File: src/rtl/evu_pkg.sv
// rtl/evu_pkg.sv - shared types, widths and round-robin helper for the event arbiter
//
// Purpose : default event field widths, the packed event record and a
//           round-robin picker used by the arbiter.
// Ports   : none (package).

package evu_pkg;

  localparam int unsigned EvuIdWidth   = 4;
  localparam int unsigned EvuInfoWidth = 18;  // 2 privilege bits + ASID

  // Upper bound on sources the picker can scan; RrIdxWidth indexes it.
  localparam int unsigned RrMaxSrc   = 32;
  localparam int unsigned RrIdxWidth = 5;

  typedef struct packed {
    logic [EvuIdWidth-1:0]   e_id;
    logic [EvuInfoWidth-1:0] e_info;
  } evu_evt_t;

  // Returns {found, index}: first set bit of req[num-1:0] scanning upward from
  // ptr and wrapping at num. ptr must be below num.
  function automatic logic [RrIdxWidth:0] rr_pick(input logic [RrMaxSrc-1:0]   req,
                                                  input logic [RrIdxWidth-1:0] ptr,
                                                  input int unsigned           num);
    logic [RrIdxWidth:0] res;
    int unsigned         idx;
    res = '0;
    for (int unsigned off = 0; off < RrMaxSrc; off++) begin
      idx = 32'(ptr) + off;
      if (idx >= num) idx = idx - num;
      if ((off < num) && !res[RrIdxWidth] && req[idx[RrIdxWidth-1:0]]) begin
        res = {1'b1, idx[RrIdxWidth-1:0]};
      end
    end
    return res;
  endfunction

endpackage

File: src/rtl/evu_evt_fifo.sv
// rtl/evu_evt_fifo.sv - per-source event FIFO
//
// Purpose : power-of-two deep FIFO with wrap-bit pointers.
// Ports   : clk_i, rst_ni   - clock, async active-low reset
//           flush_i         - synchronous empty, wins over push/pop
//           push_i, data_i  - write (ignored when full)
//           pop_i, data_o   - read head (ignored when empty)
//           empty_o, full_o - occupancy flags from registered pointers

module evu_evt_fifo #(
  parameter int unsigned Depth = 4,
  parameter type         dtype = logic
) (
  input  logic clk_i,
  input  logic rst_ni,
  input  logic flush_i,
  input  logic push_i,
  input  logic pop_i,
  input  dtype data_i,
  output dtype data_o,
  output logic empty_o,
  output logic full_o
);

  localparam int unsigned AddrW = $clog2(Depth);

  logic [AddrW:0] wptr_q, wptr_d, rptr_q, rptr_d;
  logic           do_push, do_pop;
  dtype           mem_q [Depth];

  assign empty_o = (wptr_q == rptr_q);
  // Same slot, opposite lap: full.
  assign full_o  = (wptr_q[AddrW] != rptr_q[AddrW]) &&
                   (wptr_q[AddrW-1:0] == rptr_q[AddrW-1:0]);

  // Full is judged on the start-of-cycle state, so a same-cycle pop never
  // makes room for a push.
  assign do_push = push_i && !full_o && !flush_i;
  assign do_pop  = pop_i && !empty_o && !flush_i;

  always_comb begin
    wptr_d = wptr_q;
    rptr_d = rptr_q;
    if (flush_i) begin
      wptr_d = '0;
      rptr_d = '0;
    end else begin
      if (do_push) wptr_d = wptr_q + {{AddrW{1'b0}}, 1'b1};
      if (do_pop)  rptr_d = rptr_q + {{AddrW{1'b0}}, 1'b1};
    end
  end

  always_ff @(posedge clk_i or negedge rst_ni) begin
    if (!rst_ni) begin
      wptr_q <= '0;
      rptr_q <= '0;
    end else begin
      wptr_q <= wptr_d;
      rptr_q <= rptr_d;
    end
  end

  // Storage needs no reset: pointers alone define what is valid.
  always_ff @(posedge clk_i) begin
    if (do_push) mem_q[wptr_q[AddrW-1:0]] <= data_i;
  end

  assign data_o = mem_q[rptr_q[AddrW-1:0]];

endmodule

File: src/rtl/evu_event_arbiter.sv
// rtl/evu_event_arbiter.sv - round-robin sharing of one event channel among sources
//
// Purpose : buffers per-source event pulses, arbitrates round-robin and drives
//           one registered valid/ready output; counts dropped events.
// Ports   : clk_i, rst_ni             - clock, async active-low reset
//           enable_i, clear_i         - accept pushes / synchronous flush
//           src_e_id_i, src_e_info_i  - per-source events (id 0 = none)
//           out_valid_o, out_ready_i  - output handshake
//           out_e_id_o, out_e_info_o, out_s_id_o - output event and source
//           drop_cnt_o, fifo_full_o   - per-source drop counters / full flags

module evu_event_arbiter
  import evu_pkg::*;
#(
  parameter int unsigned NumSrc     = 4,
  parameter int unsigned IdWidth    = EvuIdWidth,
  parameter int unsigned InfoWidth  = EvuInfoWidth,
  parameter int unsigned FifoDepth  = 4,
  parameter int unsigned CntWidth   = 16,
  parameter int unsigned SrcIdWidth = $clog2(NumSrc)
) (
  input  logic                                 clk_i,
  input  logic                                 rst_ni,
  input  logic                                 enable_i,
  input  logic                                 clear_i,
  input  logic [NumSrc-1:0][IdWidth-1:0]       src_e_id_i,
  input  logic [NumSrc-1:0][InfoWidth-1:0]     src_e_info_i,
  output logic                                 out_valid_o,
  input  logic                                 out_ready_i,
  output logic [IdWidth-1:0]                   out_e_id_o,
  output logic [InfoWidth-1:0]                 out_e_info_o,
  output logic [SrcIdWidth-1:0]                out_s_id_o,
  output logic [NumSrc-1:0][CntWidth-1:0]      drop_cnt_o,
  output logic [NumSrc-1:0]                    fifo_full_o
);

  typedef struct packed {
    logic [IdWidth-1:0]   e_id;
    logic [InfoWidth-1:0] e_info;
  } evt_t;

  logic [NumSrc-1:0] push_req, fifo_push, fifo_pop, fifo_empty, fifo_full;
  evt_t              fifo_in  [NumSrc];
  evt_t              fifo_out [NumSrc];

  logic [RrIdxWidth:0]   pick;
  logic                  any_req, load;
  logic [SrcIdWidth-1:0] grant_idx;
  logic                  unused_pick_bits;

  logic [SrcIdWidth-1:0]              rr_q, rr_d;
  logic [NumSrc-1:0][CntWidth-1:0]    drop_q, drop_d;
  logic                               valid_q, valid_d;
  evt_t                               evt_q, evt_d;
  logic [SrcIdWidth-1:0]              sid_q, sid_d;

  for (genvar gi = 0; gi < NumSrc; gi++) begin : g_src
    assign push_req[gi]       = enable_i && (src_e_id_i[gi] != '0);
    assign fifo_push[gi]      = push_req[gi] && !fifo_full[gi] && !clear_i;
    assign fifo_pop[gi]       = load && (grant_idx == SrcIdWidth'(gi));
    assign fifo_in[gi].e_id   = src_e_id_i[gi];
    assign fifo_in[gi].e_info = src_e_info_i[gi];

    evu_evt_fifo #(
      .Depth (FifoDepth),
      .dtype (evt_t)
    ) u_fifo (
      .clk_i   (clk_i),
      .rst_ni  (rst_ni),
      .flush_i (clear_i),
      .push_i  (fifo_push[gi]),
      .pop_i   (fifo_pop[gi]),
      .data_i  (fifo_in[gi]),
      .data_o  (fifo_out[gi]),
      .empty_o (fifo_empty[gi]),
      .full_o  (fifo_full[gi])
    );
  end

  assign pick             = rr_pick(RrMaxSrc'(~fifo_empty), RrIdxWidth'(rr_q), NumSrc);
  assign any_req          = pick[RrIdxWidth];
  assign grant_idx        = pick[SrcIdWidth-1:0];
  assign unused_pick_bits = ^pick[RrIdxWidth-1:SrcIdWidth];

  // The slice refills whenever it is empty or being consumed this cycle.
  assign load = (!valid_q || out_ready_i) && any_req && !clear_i;

  always_comb begin
    rr_d = rr_q;
    if (clear_i) begin
      rr_d = '0;
    end else if (load) begin
      rr_d = (grant_idx == SrcIdWidth'(NumSrc - 1)) ? '0 : grant_idx + SrcIdWidth'(1);
    end
  end

  always_comb begin
    drop_d = drop_q;
    for (int i = 0; i < NumSrc; i++) begin
      if (clear_i) begin
        drop_d[i] = '0;
      end else if (push_req[i] && fifo_full[i] && (drop_q[i] != '1)) begin
        drop_d[i] = drop_q[i] + CntWidth'(1);
      end
    end
  end

  always_comb begin
    valid_d = valid_q;
    evt_d   = evt_q;
    sid_d   = sid_q;
    if (clear_i) begin
      valid_d = 1'b0;
    end else if (load) begin
      valid_d = 1'b1;
      evt_d   = fifo_out[grant_idx];
      sid_d   = grant_idx;
    end else if (out_ready_i) begin
      valid_d = 1'b0;
    end
  end

  always_ff @(posedge clk_i or negedge rst_ni) begin
    if (!rst_ni) begin
      rr_q    <= '0;
      drop_q  <= '0;
      valid_q <= 1'b0;
      evt_q   <= '0;
      sid_q   <= '0;
    end else begin
      rr_q    <= rr_d;
      drop_q  <= drop_d;
      valid_q <= valid_d;
      evt_q   <= evt_d;
      sid_q   <= sid_d;
    end
  end

  assign out_valid_o  = valid_q;
  assign out_e_id_o   = evt_q.e_id;
  assign out_e_info_o = evt_q.e_info;
  assign out_s_id_o   = sid_q;
  assign drop_cnt_o   = drop_q;
  assign fifo_full_o  = fifo_full;

endmodule

File: config.mk
export PLATFORM = sky130hd
export DESIGN_NAME = evu_event_arbiter
export DESIGN_NICKNAME = d
export VERILOG_FILES = /design/src/rtl/evu_pkg.sv /design/src/rtl/evu_evt_fifo.sv /design/src/rtl/evu_event_arbiter.sv
export SDC_FILE = /design/constraint.sdc
export NUM_CORES = 1
export LEC_CHECK = 0
export BUFFER_PORTS_ARGS = -buffer_cell sky130_fd_sc_hd__buf_2
export CORE_MARGIN = 2
export CORE_UTILIZATION = 35
export DETAILED_ROUTE_END_ITERATION = 8
export MAX_ROUTING_LAYER = met4
export PLACE_DENSITY_LB_ADDON = 0.25
export SKIP_LAST_GASP = 1
export SYNTH_ARGS = -nofsm -noshare
export SYNTH_HDL_FRONTEND = slang
export SYNTH_HIERARCHICAL = 1
export SYNTH_SLANG_ARGS = --single-unit
File: constraint.sdc
create_clock -name clk_i -period 3.2 [get_ports clk_i]
set_input_delay 0.16 -clock clk_i [delete_from_list [all_inputs] [get_ports clk_i]]
set_output_delay 0.16 -clock clk_i [all_outputs]
set_load 0.01 [all_outputs]
==> key figures <==
Synthesis
  • Synthesis-stage register bit count: 467
  • Mapped Cells: 1248
  • Number of distinct library cells after synthesis: 77
  • Mapped Area: 0.0203 sq mm
  • Ys Warns: 6
  • Top FF cell, synth: edfxtp_1
  • Async set-reset flop share out of synthesis: 24.6%
  • Post-synth EDFFs: 352
  • Syn nets: 1372
  • Sequential area share after synthesis: 66.1%
  • Avg Cell Area, Syn: 16.3 sq um

Setup path
  • Worst setup endpoint: g_src[3].u_fifo/rptr_q[1]$_DFFE_PN0P_
  • Crit. End Element: register
  • CP Class: register to register
  • Reg-to-reg slack, setup: 0.20 ns
  • Worst r2r src: g_src[2].u_fifo/rptr_q[2]$_DFFE_PN0P_
  • Worst r2r path cells: 12
  • Critical path arrival: 3.44 ns
  • Critical path launch point: g_src[2].u_fifo/rptr_q[2]$_DFFE_PN0P_
  • Worst Setup Start Kind: register
  • Worst R2R End: g_src[3].u_fifo/rptr_q[1]$_DFFE_PN0P_
  • Critical path required time: 3.64 ns
  • Crit Path Max Fanout: 8

Cells and area
  • Area grow syn2layout: 22.8%
  • Seq. cell area: 0.0135 sq mm
  • Layout cells sized above 1: 28.2%
  • Most frequent cells in the layout: edfxtp_1, buf_2, dfrtp_1
  • Post-route design area: 0.0250 sq mm
  • Fill cells: 5158
  • Most common cell after layout, fill and taps aside: edfxtp_1
  • Nets: 1703
  • Multi-input gate area: 0.00649 sq mm
  • Non-Filler Instances: 2389

Place
  • Post-DP Area: 0.0224 sq mm
  • Port Buffers: 185
  • GP Congestion: 0.785
  • Setup WS pre-CTS: 0.0466 ns
  • Post-detail-place hpwl: 31200 um
  • Placed cell count: 2203

Routing
  • Routed met3 length: 2010 um
  • Vias per cell: 5.03
  • Final WL: 46700 um
  • Detailed Routing Iterations Pass 1: 5
  • Vias: 12008
  • Initial DRC count: 780
  • M1 wire length: 21600 um
  • WL/cell: 19.5 um
  • Max Used Layer: met4
  • DRT antenna net count: 0
  • Met2 wire len: 21800 um
  • # DRC: 0

Timing
  • Highest clock rate: 334 MHz
  • Setup Viol. Count Final: 0
  • Setup TNS Final: 0 ns
  • Fin. Hold Viols: 0
  • Unrepaired setup endpoints after global routing: false
  • Final Cycle Share: 93.6%
  • Relative slew slack: 51.1%
  • Minimum clock period: 3.00 ns
  • Final worst clock skew: 0.0142 ns
  • Worst slew pin tran: 0.726 ns
  • Max Slew Vio Count: 0
  • Final worst setup slack: 0.205 ns

Global route
  • GRT Total Usage: 16.0%
  • Pin count of the biggest net entering global routing: 116
  • Vias in the first global route: 12135
  • Global-route wire length before repair: 72100 um
  • Antenna violations before repair: 7
  • Congestion Overflow GR: 0

CTS
  • Clock transition at path regs: 0.06 ns
  • CTS Sinks: 467
  • Setup Fix Bufs, Post-CTS: 0
  • CTS tree: yes
  • Longest Clk Path Bufs: 3
  • Clk Tree Root Cell: clkbuf_16
  • H-tree depth: 2
  • Worst skew pair latency: 0.59 ns
  • TritonCTS Buffers: 49

Run
  • Max_cap viols: 0

Pwr
  • Leak: 9.35 nW
  • Pwr/cell area: 724 mW/mm^2
  • Total chip power: 18.1 mW
  • Maximum vdd ir drop: 868 uV

Outcome
  • Status: finished, final reports clean

Die
  • Initial core utilization: 35.3%
  • Die area: 0.0601 sq mm
  • Core footprint: 0.0576 sq mm
  • Row cnt: 88
  • DIE WIDTH: 245 um
  • Die H: 245 um
  • I/O pin count: 186

Min path
  • Hold/Removal Path Class: input pin to register
worst max-delay path: stages, from the launching register on:
cell and delay, ns:
dfrtp_1 0.44, xor2_2 0.22, nor3_4 0.34, mux2i_4 0.13
o21a_1 0.21, o31ai_1 0.25, a21bo_2 0.21, nand2_1 0.08
ha_1 0.19, and2_2 0.22, and3_1 0.20, a211oi_1 0.22
a31oi_1 0.13
layout make-up:
type | instances | share of cell area (%)
multi-input combinational | 700 | 26.0
tap | 765 | 3.83
clock inverter | 29 | 1.29
inverter | 21 | 0.316
antenna | 7 | 0.0701
timing repair buffer | 340 | 9.39
sequential | 467 | 53.9
clock buffer | 60 | 5.24
worst min-delay path by stage:
stage	from	endpoint	slack [ns]	cells past startpoint
2_1_floorplan	rst_ni	drop_cnt_o[0]$_DFFE_PN0P_	-0.14	0
3_3_place_gp	rst_ni	drop_cnt_o[25]$_DFFE_PN0P_	0.31	2
3_5_place_dp	rst_ni	drop_cnt_o[24]$_DFFE_PN0P_	0.31	2
4_1_cts	enable_i	drop_cnt_o[12]$_DFFE_PN0P_	0.07	5
5_1_grt	enable_i	drop_cnt_o[12]$_DFFE_PN0P_	0.17	5
6_report	enable_i	drop_cnt_o[12]$_DFFE_PN0P_	0.12	5
flip-flops by register name, indices dropped and copies added (netlist names):
signal and count:
g_src.u_fifo/mem_q 352, drop_cnt_o 64, out_e_info_o 18, g_src.u_fifo/rptr_q 12, g_src.u_fifo/wptr_q 12, out_e_id_o 4
out_s_id_o 2, rr_q 2, out_valid_o 1
power breakdown:
part / internal [mW] / total [mW] / switching (mW)
Combinational: 2.32 / 5.31 / 2.98
Clock: 3.40 / 5.78 / 2.37
Sequential: 6.82 / 6.99 / 0.172
layer usage:
metal  up-vias  GRT usage (%)
li1       5560              -
met1      6156           21.9
met2       225           24.2
met3        67           3.12
met4         0           4.59
met5         -              -
kinds of logic (layout without fill, tap and decap cells):
group / count (synthesis) / count (layout) / share of synthesized area [%]
other: 0 / 7 / 0
AOI/OAI and AO/OA: 119 / 119 / 4.72
muxes: 144 / 144 / 12.7
DFF: 467 / 467 / 66.1
buffers and inverters: 81 / 450 / 2.20
and+or+nand+nor: 325 / 325 / 8.56
adders and majority gates: 31 / 31 / 1.91
xor gates and xnor gates: 81 / 81 / 3.82
synthesized netlist by cell type (11+ instances only):
library cell    n  area share [%]
nor2_1         75             1.4
and3_1         23            0.71
nand3_1        33            0.81
buf_6          13            0.72
mux4_2         87             9.6
clkbuf_1       23            0.42
and2_1         20            0.62
o21ai_0        16            0.39
edfxtp_1      352              52
ha_1           31             1.9
dfrtp_1       115              14
a21oi_1        19            0.47
xor2_1         55             2.4
inv_1          21            0.39
xnor2_1        17            0.73
nand2_1        60             1.1
nand4_1        33             1.0
o221ai_1       13            0.56
mux2i_1        51             2.5
buf_2          15            0.37
nor3b_1        11            0.41
stage by stage:
stage	hold WS, ns	util (%)
global route	0.169	43.4
global placement	0.307	38.9
CTS	0.0721	43.3
floorplan	-0.136	-
finish	0.120	43.4
detailed placement	0.312	38.9
what timing repair did:
| action | CTS | global route |
|---|---|---|
| setup endpoints to repair | 0 | 17 |
| resized for setup | 0 | 6 |
| hold buffers | 90 | 0 |
| endpoints found under the hold margin | 469 | 0 |
(Power assumes the default switching activity.)
